==> src/rtl/rob_multiport.sv <==
// rob_multiport: reorder buffer with in-order alloc, multi-port writeback, multi-lane in-order commit, rd hazard lookup.
// Optional ROB_EXT_FLUSH_EN adds flush_i, an external flush request.
module rob_multiport #(
  parameter int DEPTH    = 16,
  parameter int WB_PORTS = 2,
  parameter int COMMIT_W = 2
) (
  input  logic                          clk_i,
  input  logic                          rstn_i,
`ifdef ROB_EXT_FLUSH_EN
  input  logic                          flush_i,
`endif
  input  logic                          alloc_valid_i,
  output logic                          alloc_ready_o,
  input  logic [31:0]                   alloc_pc_i,
  input  logic [31:0]                   alloc_instr_i,
  input  logic [4:0]                    alloc_rd_i,
  input  logic                          alloc_we_i,
  input  logic                          alloc_store_i,
  output logic [$clog2(DEPTH)-1:0]      alloc_idx_o,
  input  logic [WB_PORTS-1:0]           wb_valid_i,
  input  logic [WB_PORTS*$clog2(DEPTH)-1:0] wb_idx_i,
  input  logic [WB_PORTS*32-1:0]        wb_result_i,
  input  logic [WB_PORTS*32-1:0]        wb_new_pc_i,
  input  logic [WB_PORTS-1:0]           wb_taken_i,
  output logic [COMMIT_W-1:0]           cm_valid_o,
  output logic [COMMIT_W*32-1:0]        cm_pc_o,
  output logic [COMMIT_W*32-1:0]        cm_instr_o,
  output logic [COMMIT_W*32-1:0]        cm_result_o,
  output logic [COMMIT_W*32-1:0]        cm_new_pc_o,
  output logic [COMMIT_W*5-1:0]         cm_rd_o,
  output logic [COMMIT_W-1:0]           cm_we_o,
  output logic [COMMIT_W-1:0]           cm_store_o,
  output logic [COMMIT_W-1:0]           cm_taken_o,
  output logic [$clog2(DEPTH):0]        count_o,
  input  logic [4:0]                    rs1_i,
  input  logic [4:0]                    rs2_i,
  output logic                          hz_rs1_hit_o,
  output logic [$clog2(DEPTH)-1:0]      hz_rs1_idx_o,
  output logic                          hz_rs1_done_o,
  output logic [31:0]                   hz_rs1_data_o,
  output logic                          hz_rs2_hit_o,
  output logic [$clog2(DEPTH)-1:0]      hz_rs2_idx_o,
  output logic                          hz_rs2_done_o,
  output logic [31:0]                   hz_rs2_data_o
);
  localparam int IDX_W = $clog2(DEPTH);
  typedef struct packed {
    logic             hit;
    logic [IDX_W-1:0] idx;
    logic             done;
    logic [31:0]      data;
  } hz_t;
  logic [DEPTH-1:0] valid, done, we, store, taken;
  logic [31:0]      pc [DEPTH];
  logic [31:0]      instr [DEPTH];
  logic [31:0]      result [DEPTH];
  logic [31:0]      new_pc [DEPTH];
  logic [4:0]       rd [DEPTH];
  logic [IDX_W-1:0] head, tail;
  logic [IDX_W:0]   count, n_commit;
  logic [IDX_W-1:0] widx [WB_PORTS];
  logic             fire, flush, ext, ok;
  hz_t              h1, h2;
`ifdef ROB_EXT_FLUSH_EN
  assign ext = flush_i;
`else
  assign ext = 1'b0;
`endif
  for (genvar p = 0; p < WB_PORTS; p++) begin : g_widx
    assign widx[p] = wb_idx_i[p*IDX_W +: IDX_W];
  end
  assign alloc_ready_o = (count < (IDX_W+1)'(DEPTH)) && !flush;
  assign fire          = alloc_valid_i && alloc_ready_o;
  assign alloc_idx_o   = tail;
  assign count_o       = count;
  // A lane retires only if every older lane retired and none of them redirected.
  always_comb begin
    ok          = 1'b1;
    n_commit    = '0;
    flush       = ext;
    cm_valid_o  = '0;
    cm_pc_o     = '0;
    cm_instr_o  = '0;
    cm_result_o = '0;
    cm_new_pc_o = '0;
    cm_rd_o     = '0;
    cm_we_o     = '0;
    cm_store_o  = '0;
    cm_taken_o  = '0;
    for (int j = 0; j < COMMIT_W; j++) begin
      cm_valid_o[j] = ok && valid[head + IDX_W'(j)] && done[head + IDX_W'(j)] && ((IDX_W+1)'(j) < count);
      ok = cm_valid_o[j] && !taken[head + IDX_W'(j)];
      if (cm_valid_o[j]) begin
        n_commit               = n_commit + (IDX_W+1)'(1);
        flush                  = flush | taken[head + IDX_W'(j)];
        cm_pc_o[j*32 +: 32]     = pc[head + IDX_W'(j)];
        cm_instr_o[j*32 +: 32]  = instr[head + IDX_W'(j)];
        cm_result_o[j*32 +: 32] = result[head + IDX_W'(j)];
        cm_new_pc_o[j*32 +: 32] = new_pc[head + IDX_W'(j)];
        cm_rd_o[j*5 +: 5]       = rd[head + IDX_W'(j)];
        cm_we_o[j]              = we[head + IDX_W'(j)];
        cm_store_o[j]           = store[head + IDX_W'(j)];
        cm_taken_o[j]           = taken[head + IDX_W'(j)];
      end
    end
  end
  // Valid entries are contiguous from head, so the last match in age order is the youngest producer.
  function automatic hz_t lookup(input logic [4:0] rs);
    hz_t h;
    h = '0;
    for (int k = 0; k < DEPTH; k++)
      if (valid[head + IDX_W'(k)] && we[head + IDX_W'(k)] && rd[head + IDX_W'(k)] == rs && rs != 5'd0) begin
        h.hit = 1'b1;
        h.idx = head + IDX_W'(k);
      end
    if (h.hit) begin
      h.done = done[h.idx];
      h.data = done[h.idx] ? result[h.idx] : 32'd0;
    end
    return h;
  endfunction
  always_comb begin
    h1 = lookup(rs1_i);
    h2 = lookup(rs2_i);
  end
  assign {hz_rs1_hit_o, hz_rs1_idx_o, hz_rs1_done_o, hz_rs1_data_o} = h1;
  assign {hz_rs2_hit_o, hz_rs2_idx_o, hz_rs2_done_o, hz_rs2_data_o} = h2;
  always_ff @(posedge clk_i or negedge rstn_i) begin
    if (!rstn_i) begin
      valid <= '0;
      head  <= '0;
      tail  <= '0;
      count <= '0;
    end else if (flush) begin
      valid <= '0;
      head  <= '0;
      tail  <= '0;
      count <= '0;
    end else begin
      for (int j = 0; j < COMMIT_W; j++)
        if (cm_valid_o[j]) valid[head + IDX_W'(j)] <= 1'b0;
      if (fire) valid[tail] <= 1'b1;
      head  <= head + n_commit[IDX_W-1:0];
      tail  <= tail + IDX_W'(fire);
      count <= count + (IDX_W+1)'(fire) - n_commit;
    end
  end
  // Payload needs no reset: every read is qualified by valid, and alloc clears done.
  always_ff @(posedge clk_i) begin
    if (fire) begin
      pc[tail]    <= alloc_pc_i;
      instr[tail] <= alloc_instr_i;
      rd[tail]    <= alloc_rd_i;
      we[tail]    <= alloc_we_i;
      store[tail] <= alloc_store_i;
      done[tail]  <= 1'b0;
      taken[tail] <= 1'b0;
    end
    for (int p = 0; p < WB_PORTS; p++)
      if (wb_valid_i[p] && valid[widx[p]]) begin
        done[widx[p]]   <= 1'b1;
        result[widx[p]] <= wb_result_i[p*32 +: 32];
        new_pc[widx[p]] <= wb_new_pc_i[p*32 +: 32];
        taken[widx[p]]  <= wb_taken_i[p];
      end
  end
endmodule

==> config.mk <==
export PLATFORM = sky130hd
export DESIGN_NAME = rob_multiport
export DESIGN_NICKNAME = d
export VERILOG_FILES = /design/src/rtl/rob_multiport.sv
export SDC_FILE = /design/constraint.sdc
export NUM_CORES = 2
export LEC_CHECK = 0
export CAP_MARGIN = 10
export CORE_MARGIN = 3
export CORE_UTILIZATION = 30
export CTS_BUF_LIST = sky130_fd_sc_hd__clkbuf_4
export CTS_CLUSTER_SIZE = 16
export DETAILED_ROUTE_END_ITERATION = 6
export GPL_TIMING_DRIVEN = 1
export PLACE_DENSITY_LB_ADDON = 0.2
export SLEW_MARGIN = 20
export SYNTH_ARGS = -nofsm -noshare
export SYNTH_HDL_FRONTEND = slang
export SYNTH_SLANG_ARGS = --single-unit
export TNS_END_PERCENT = 1
==> constraint.sdc <==
create_clock -name clk_i -period 10.9 [get_ports clk_i]
set_clock_uncertainty 0.05 [all_clocks]
set_input_delay 2.18 -clock clk_i [delete_from_list [all_inputs] [get_ports clk_i]]
set_output_delay 2.18 -clock clk_i [all_outputs]
set_load 0.03 [all_outputs]
# --- Word level (Yosys, flattened, before mapping) ---
# Memory sizes are Yosys's and may differ from the RTL's.
# Cells that the tools add are included.
op_classes:
  addsub: 20
  mul: 0
  n_div: 0
  magnitude_cmp: 29
  n_eq_ne: 32
  n_shift: 0
  n_mux: 174
  bitwise: 11
  reduce_logical: 99
ops:
  columns: ["operator", "n"]
  rows:
  - ["$mux 32", 10]
  - ["$mux 16", 12]
  - ["$mux 5", 36]
  - ["$bmux 1 s4", 42]
  - ["$eq 5x5->1", 32]
  - ["$lt 4x5->1 const B", 21]
  - ["$logic_and 1x1->1", 95]
  - ["$mux 33", 2]
  - ["$and 16x16->16", 4]
  - ["$bwmux 16", 4]
  - ["$mux 1", 61]
  - ["$not 16->16", 3]
  - ["$or 16x16->16", 3]
  - ["$add 4x4->4 const B", 8]
  - ["$demux 1 s4", 5]
  - ["$ge 4x1->1 const B", 5]
  - ["$add 4x3->4 const B", 4]
  - ["$lt 1x5->1 const A", 2]
  - ["$reduce_bool 5->1", 2]
  - ["$add 4x2->4 const B", 2]
  - ["$mux 4", 2]
  - ["$add 5x1->5", 1]
  - ["$add 5x1->5 const B", 1]
  - ["$lt 5x5->1 const B", 1]
  - ["6 further kinds", 7]
word_totals:
  regBits: 93
  latchBits: 0
  ram_bits: 2128
  mem_bits_ro: 0
  input_bits: 224
  output_inout_bits: 360
  wordCells: 378
  mem_count: 5
mem_list:
  columns: ["memory", "words", "word_bits", "rd", "rd_ports_with_merged_regs", "write_ports", "line_no", "text"]
  rows:
  - ["instr", 16, 32, 2, 0, 1, "56", "logic [31:0] instr [DEPTH];"]
  - ["new_pc", 16, 32, 2, 0, 2, "58", "logic [31:0] new_pc [DEPTH];"]
  - ["pc", 16, 32, 2, 0, 1, "55", "logic [31:0] pc [DEPTH];"]
  - ["result", 16, 32, 4, 0, 2, "57", "logic [31:0] result [DEPTH];"]
  - ["rd", 16, 5, 16, 0, 1, "59", "logic [4:0] rd [DEPTH];"]

# --- Logic depth before layout (Yosys ltp) ---
depth:
  ltp_word: 25
  depth_mapped: 30
  ltp_nobuf: 18

# --- Worst setup path before layout ---
# Ideal clock, no wire load.
synth_path:
  path_kind: "register -> output"
  start: "reg head[3]"
  end: "out hz_rs2_data_o[2]"
  arrival_time_ns: 6.868
  required_ns: 8.670
  slack_ns: 1.802
  path_stages_with_launch: 24
  n_path_buf: 8
  path_cell_list: "dfrtp_1 > buf_4 > inv_2 > clkbuf_1 > clkbuf_1 > buf_1 > ha_1 > buf_2 > clkbuf_1 > clkbuf_1 > mux4_2 > mux2i_1 > xnor2_1 > o2111ai_2 > and3_1 > o311a_1 > or4_4 > a211o_1 > o221ai_2 > inv_2 > nor2_1 > buf_2 > a22oi_1 > a211oi_1"
synth_between:
  elab_chain_len: 25
  word_cells_on_any_way: 165
synth_rtl:
  columns: ["item", "line_no", "text"]
  rows:
  - ["start: declaration", "60", "logic [IDX_W-1:0] head, tail;"]
  - ["start signal: assignment", "144", "head <= head + n_commit[IDX_W-1:0];"]
  - ["branches (longest 20 deep; another with $mem_v2 16x5)", null, null]
  - ["$mux 5 (*)", "113", "if (valid[head + IDX_W'(k)] && we[head + IDX_W'(k)] && rd[head + IDX_W'(k)] == rs && rs != 5'd0) begin"]
  - ["net hz_rs2_idx_o[3]", "43", "output logic [$clog2(DEPTH)-1:0] hz_rs2_idx_o,"]
  - ["$bmux 1 s4", "119", "h.data = done[h.idx] ? result[h.idx] : 32'd0;"]
  - ["$mux 1 (not written as such)", "119", null]
  - ["$mux 32 (*)", "119", null]
  - ["$mux 33 (*)", "117", "if (h.hit) begin"]
  - ["end: declaration", "45", "output logic [31:0] hz_rs2_data_o"]
# Mark *: on every way through the listed nets, which the timed path passes. The select of a mux whose other input is x is not followed.

# --- Worst setup path after layout ---
layout_path:
  start: "reg head[1]"
  end: "out hz_rs1_data_o[29]"
layout_between:
  elab_chain_len: 25
  word_cells_on_any_way: 165
layout_rtl:
  columns: ["item", "line_no", "text"]
  rows:
  - ["branches (longest 20 deep; another with $mem_v2 16x5)", null, null]
  - ["$mux 5 (*)", "113", null]
  - ["$bmux 1 s4", "119", null]
  - ["$mux 1 (not written as such)", "119", null]
  - ["$mux 32", "119", null]
  - ["$mux 33 (*)", "117", null]
  - ["end: declaration", "41", "output logic [31:0] hz_rs1_data_o,"]
# Every way passes the cells marked *. The select of a mux whose other input is x is not followed.

==> results summary <==
The flow ran to the end, but the final reports show violations. The final reports fail on design-rule violations. The completed layout was analyzed and its total power is 58.59 mW. The net count after synthesis is approximately 8,600. The number of placed I/O pins came out at 584. The share of the core filled with cells in the final layout is 35.41%. The worst register-to-register path has a depth of 19. The number of buffers between clock root and the deepest sink came out at 4. The number of enable-type register cells in the synthesized netlist came out at 2,160. The via count of the routed design came out at 91,650. The pin count of the biggest net entering global routing came out at between 150 and 200. The cell depth of the worst min-delay path is 1. The part of the cycle the worst path needs is 97.56%. The clock-pin slew on the worst setup and hold paths came out at around 60 ps. The die extent in x came out at just under 700 um. The final number of hold-violating endpoints was 0. The net total in the final layout came out at 9,361. The top flip-flop cell by instance count after synthesis is sky130_fd_sc_hd__edfxtp_1. The latest clock arrival within the worst-skew pair came out at 1590 ps. The top fanout value on the critical path came out at 22.

The number of fill cells in the layout came out at between 40,000 and 50,000. After floorplanning, the core was sized to cover 445,700 um2. The number of iterations in the first detailed-routing pass is 7. The die outline area is 456,200 um2. The global-route congestion overflow total came out at 0.

The arrival time of data at the critical path endpoint came out at about 8400 ps. At the end of routability-driven placement, the weighted congestion stood at 0.9262. The total length of routed wires is 548.9 mm.

The number of slew-limit violations in the final report came out at 0. Setup repair after global routing could not meet its margin everywhere. The cell sitting at the root of the clock tree is a sky130_fd_sc_hd__clkbuf_4.

The sort of element at the start of the critical path is a flip-flop. The total power density per cell area is about 370 nW/um2. The required time of the worst setup path is 8670 ps.

The vertical die dimension is 675.4 um. In the final routed layout, each cell accounts on average for 35.26 um. The part of the Yosys area used for sequential elements is 49.26%. The dominant combinational cell family by area after synthesis is multiplexers.

The number of warnings issued by yosys came out at 0. The most critical setup path has its endpoint at hz_rs1_data_o[29]. The number of failing setup endpoints in the final timing report is 0.

The H-tree generated during clock tree synthesis spans 6 levels. Yosys attributes the largest share of cell area to sky130_fd_sc_hd__edfxtp_1 (48%), sky130_fd_sc_hd__mux4_2 (25%), sky130_fd_sc_hd__mux2_2 (9.2%). In this run the worst hold path is classified as reg -> reg.

The number of violations of the max-capacitance limit came out at 0. The detailed-route vias per instance is 5.888. The number of hold-repair buffers added at the cts stage came out at 0.

From synthesis to final layout, the design area changed by 17.39%. The mean cell area of the mapped netlist is approximately 16 um2. The number of different library cells used by synthesis comes to a little over 100. The post-synthesis instance area is 134,400 um2. Summed over all instances, the cell type with the most area after synthesis is sky130_fd_sc_hd__edfxtp_1.

The start point of the critical path is head[1]. The post-route worst hold slack came out at 495.2 ps. The worst setup path is captured at a primary output. The synthesized instance count came out at 8,387. After floorplanning, the core was divided into around 250 placement rows. The post-synthesis sequential element count came out at 2,221. The sequential cells in the finished layout cover a total of 66,240 um2. Summing all multi-input logic gate instances after layout gives 65,110 um2. The worst reg2reg path startpoint is head[1]. The via count of the first global-routing pass is between 90,000 and 100k. The worst register-to-register path ends at instr[4][19]. The initial utilization of the core area, before any placement, comes to 30.16%. The critical path class is reg -> out.

The wire length of the first global-routing pass came out at between 700 and 800 mm. The parity-gate share of the synthesized area counting xor and xnor cells is 1.384%. The detail route stage leaves a number of antenna-violating nets equal to 0. The number of sinks driven by the clock tree is 2,221. The synthesized netlist devotes roughly 3.8% of its cell area to compound gates. The fmax is 94.03 MHz. The simple-gate share of the synthesized area came out at 4.543%. The area share of fa/ha/maj cells after synthesis is 0.2625%. The actual transition at the worst max-transition pin is 1175 ps. The post-route netlist has a little over two fifths of its cells at a drive strength greater than 1. In the global route stage, overall resource usage came out at 23.48%. Measured against its own limit, the worst slew margin works out to 21.49%. Counting I/O delays and the setup requirement, the final critical path takes 10,630 ps.

In the synthesized netlist the async set-or-reset flop fraction comes to 1.306%. The initial detailed-routing violation count came out at around 9,800. Across the VDD grid, the largest voltage drop is 0.0006859 V. The leakage power total came out at between 50 and 60 nW. The number of buffers created by CTS is 653.

For this run, design rule violations remaining after detail routing come to 1. The port buffer count is ~580. The number of antenna violations at the first check in global routing is 84.

The detailed-placement wirelength estimate is 321.8 mm. The multiplexer share of the synthesized area is 37.89%. The clock tree from TritonCTS is built. In this run the most critical hold path is launched from done[5]. Setup slack on the worst reg-to-reg path comes out at approximately 3100 ps. The proportion of netlist area held by the largest area contributor came out at around half.
metrics by stage:
step                      setup TNS, ps  area [um2]  setup WS, ps  cells
after floorplan                       0      134400          1802   8387
after global placement                0      148500         77.82  14340
after detailed placement              0      148500         468.0  14350
after CTS                        -35.27      157300        -26.87  15500
after global routing             -46.66      157800        -19.35  15540
final                                 0      157800         265.5  15570
synthesized netlist by cell type (all sizes together), types with 47 or more instances:
library cell	count
a211oi	47
a21oi	175
a22oi	74
a32oi	129
buf	283
clkbuf	578
edfxtp	2160
inv	53
mux2	1102
mux2i	513
mux4	1483
nand2	522
nand3	117
nand4	52
nor2	93
nor2b	280
o21ai	65
xnor2	136
xor2	70
cell usage in the layout (no fill, tap or decap), types with 30 or more instances in the layout:
master | synthesis | routed
sky130_fd_sc_hd__nand2_1 | 521 | 519
sky130_fd_sc_hd__a211oi_2 | 29 | 31
sky130_fd_sc_hd__clkdlybuf4s50_1 | 0 | 517
sky130_fd_sc_hd__clkbuf_4 | 0 | 934
sky130_fd_sc_hd__clkinv_1 | 3 | 124
sky130_fd_sc_hd__a21oi_1 | 174 | 173
sky130_fd_sc_hd__a32oi_1 | 129 | 129
sky130_fd_sc_hd__mux4_2 | 1483 | 1483
sky130_fd_sc_hd__nand4_1 | 52 | 52
sky130_fd_sc_hd__xor2_1 | 69 | 66
sky130_fd_sc_hd__nand3_1 | 117 | 117
sky130_fd_sc_hd__nor2b_1 | 280 | 280
sky130_fd_sc_hd__buf_4 | 28 | 251
sky130_fd_sc_hd__dfxtp_1 | 32 | 32
sky130_fd_sc_hd__o211ai_1 | 30 | 30
sky130_fd_sc_hd__edfxtp_1 | 2160 | 2160
sky130_fd_sc_hd__diode_2 | 0 | 54
sky130_fd_sc_hd__o21ai_0 | 63 | 57
sky130_fd_sc_hd__nor2_1 | 92 | 76
sky130_fd_sc_hd__buf_12 | 0 | 130
sky130_fd_sc_hd__a22oi_1 | 74 | 63
sky130_fd_sc_hd__a32o_1 | 32 | 31
sky130_fd_sc_hd__mux2i_1 | 513 | 503
sky130_fd_sc_hd__mux2_2 | 1099 | 1099
sky130_fd_sc_hd__xnor2_1 | 131 | 128
worst min path at each step:
stage | end | slack [ps]
finish | done[5] | 500
global route | done[5] | 520
CTS | done[5] | 490
detailed placement | done[5] | 480
global placement | done[5] | 480
floorplan | done[4] | 410
cell families after synthesis:
family          count (synthesis)
flops                        2221
fa+ha+maj                      27
mux                          3098
xor+xnor                      206
compound gates                691
buf+inv                       917
simple gates                 1227
worst max-delay path, cell delays in order, from the launching register on:
cell                       delay (ps)
sky130_fd_sc_hd__dfrtp_4          560
sky130_fd_sc_hd__clkinv_1         110
sky130_fd_sc_hd__buf_4            380
sky130_fd_sc_hd__ha_1             570
sky130_fd_sc_hd__xnor2_4          260
sky130_fd_sc_hd__buf_4            310
sky130_fd_sc_hd__mux4_2           420
sky130_fd_sc_hd__xor2_1           180
sky130_fd_sc_hd__nor3_1           570
sky130_fd_sc_hd__and2_1           380
sky130_fd_sc_hd__nor2_1           100
sky130_fd_sc_hd__a221o_1          370
sky130_fd_sc_hd__a32oi_1          220
sky130_fd_sc_hd__a21boi_4         380
sky130_fd_sc_hd__buf_4            320
sky130_fd_sc_hd__buf_4            450
sky130_fd_sc_hd__mux2i_1          290
sky130_fd_sc_hd__mux2i_1          100
sky130_fd_sc_hd__mux2_2           270
sky130_fd_sc_hd__a32o_1           360
sky130_fd_sc_hd__buf_12           210
flip-flops by register name (all words and copies together) (netlist names), 16 cells and up:
| name | cells |
|---|---|
| instr | 512 |
| rd | 80 |
| done | 16 |
| valid | 16 |
| taken | 16 |
| store | 16 |
| we | 16 |
| result | 512 |
| pc | 512 |
| new_pc | 512 |
per-layer routing:
layer / track usage, % / part of all wire, % / up-vias
met5: 0 / 0.056 / -
met4: 12.35 / 5.8 / 50
met3: 4.536 / 7.0 / 1300
met2: 38.87 / 49 / 4610
met1: 29.12 / 39 / 48990
li1: - / - / 36690
power by group:
| part | total, mW | internal (mW) | switching [mW] |
|---|---|---|---|
| Combinational | 40.2 | 16.7 | 23.5 |
| Clock | 8.10 | 4.17 | 3.93 |
| Sequential | 10.3 | 9.89 | 0.412 |
| Total | 58.6 | 30.7 | 27.8 |
area by class of cell:
class                           count  area share, %
Antenna cell                       54        0.08563
Clock inverter                    195         0.8016
Inverter                           56         0.2030
Timing Repair Buffer              929          6.533
Tap cell                         5928          4.700
Multi-Input combinational cell   5249          41.26
Sequential cell                  2221          41.98
Clock buffer                      934          4.443
what timing repair did:
item                                    4_1_cts  5_1_grt
pin swaps                                     6        6
gates resized for setup                      53       26
gates cloned                                  2        3
setup buffers                                21       10
endpoints found under the setup margin       71       64
hold endpoints to repair                      0        0
Note: power is estimated with default switching activity, not from simulation.
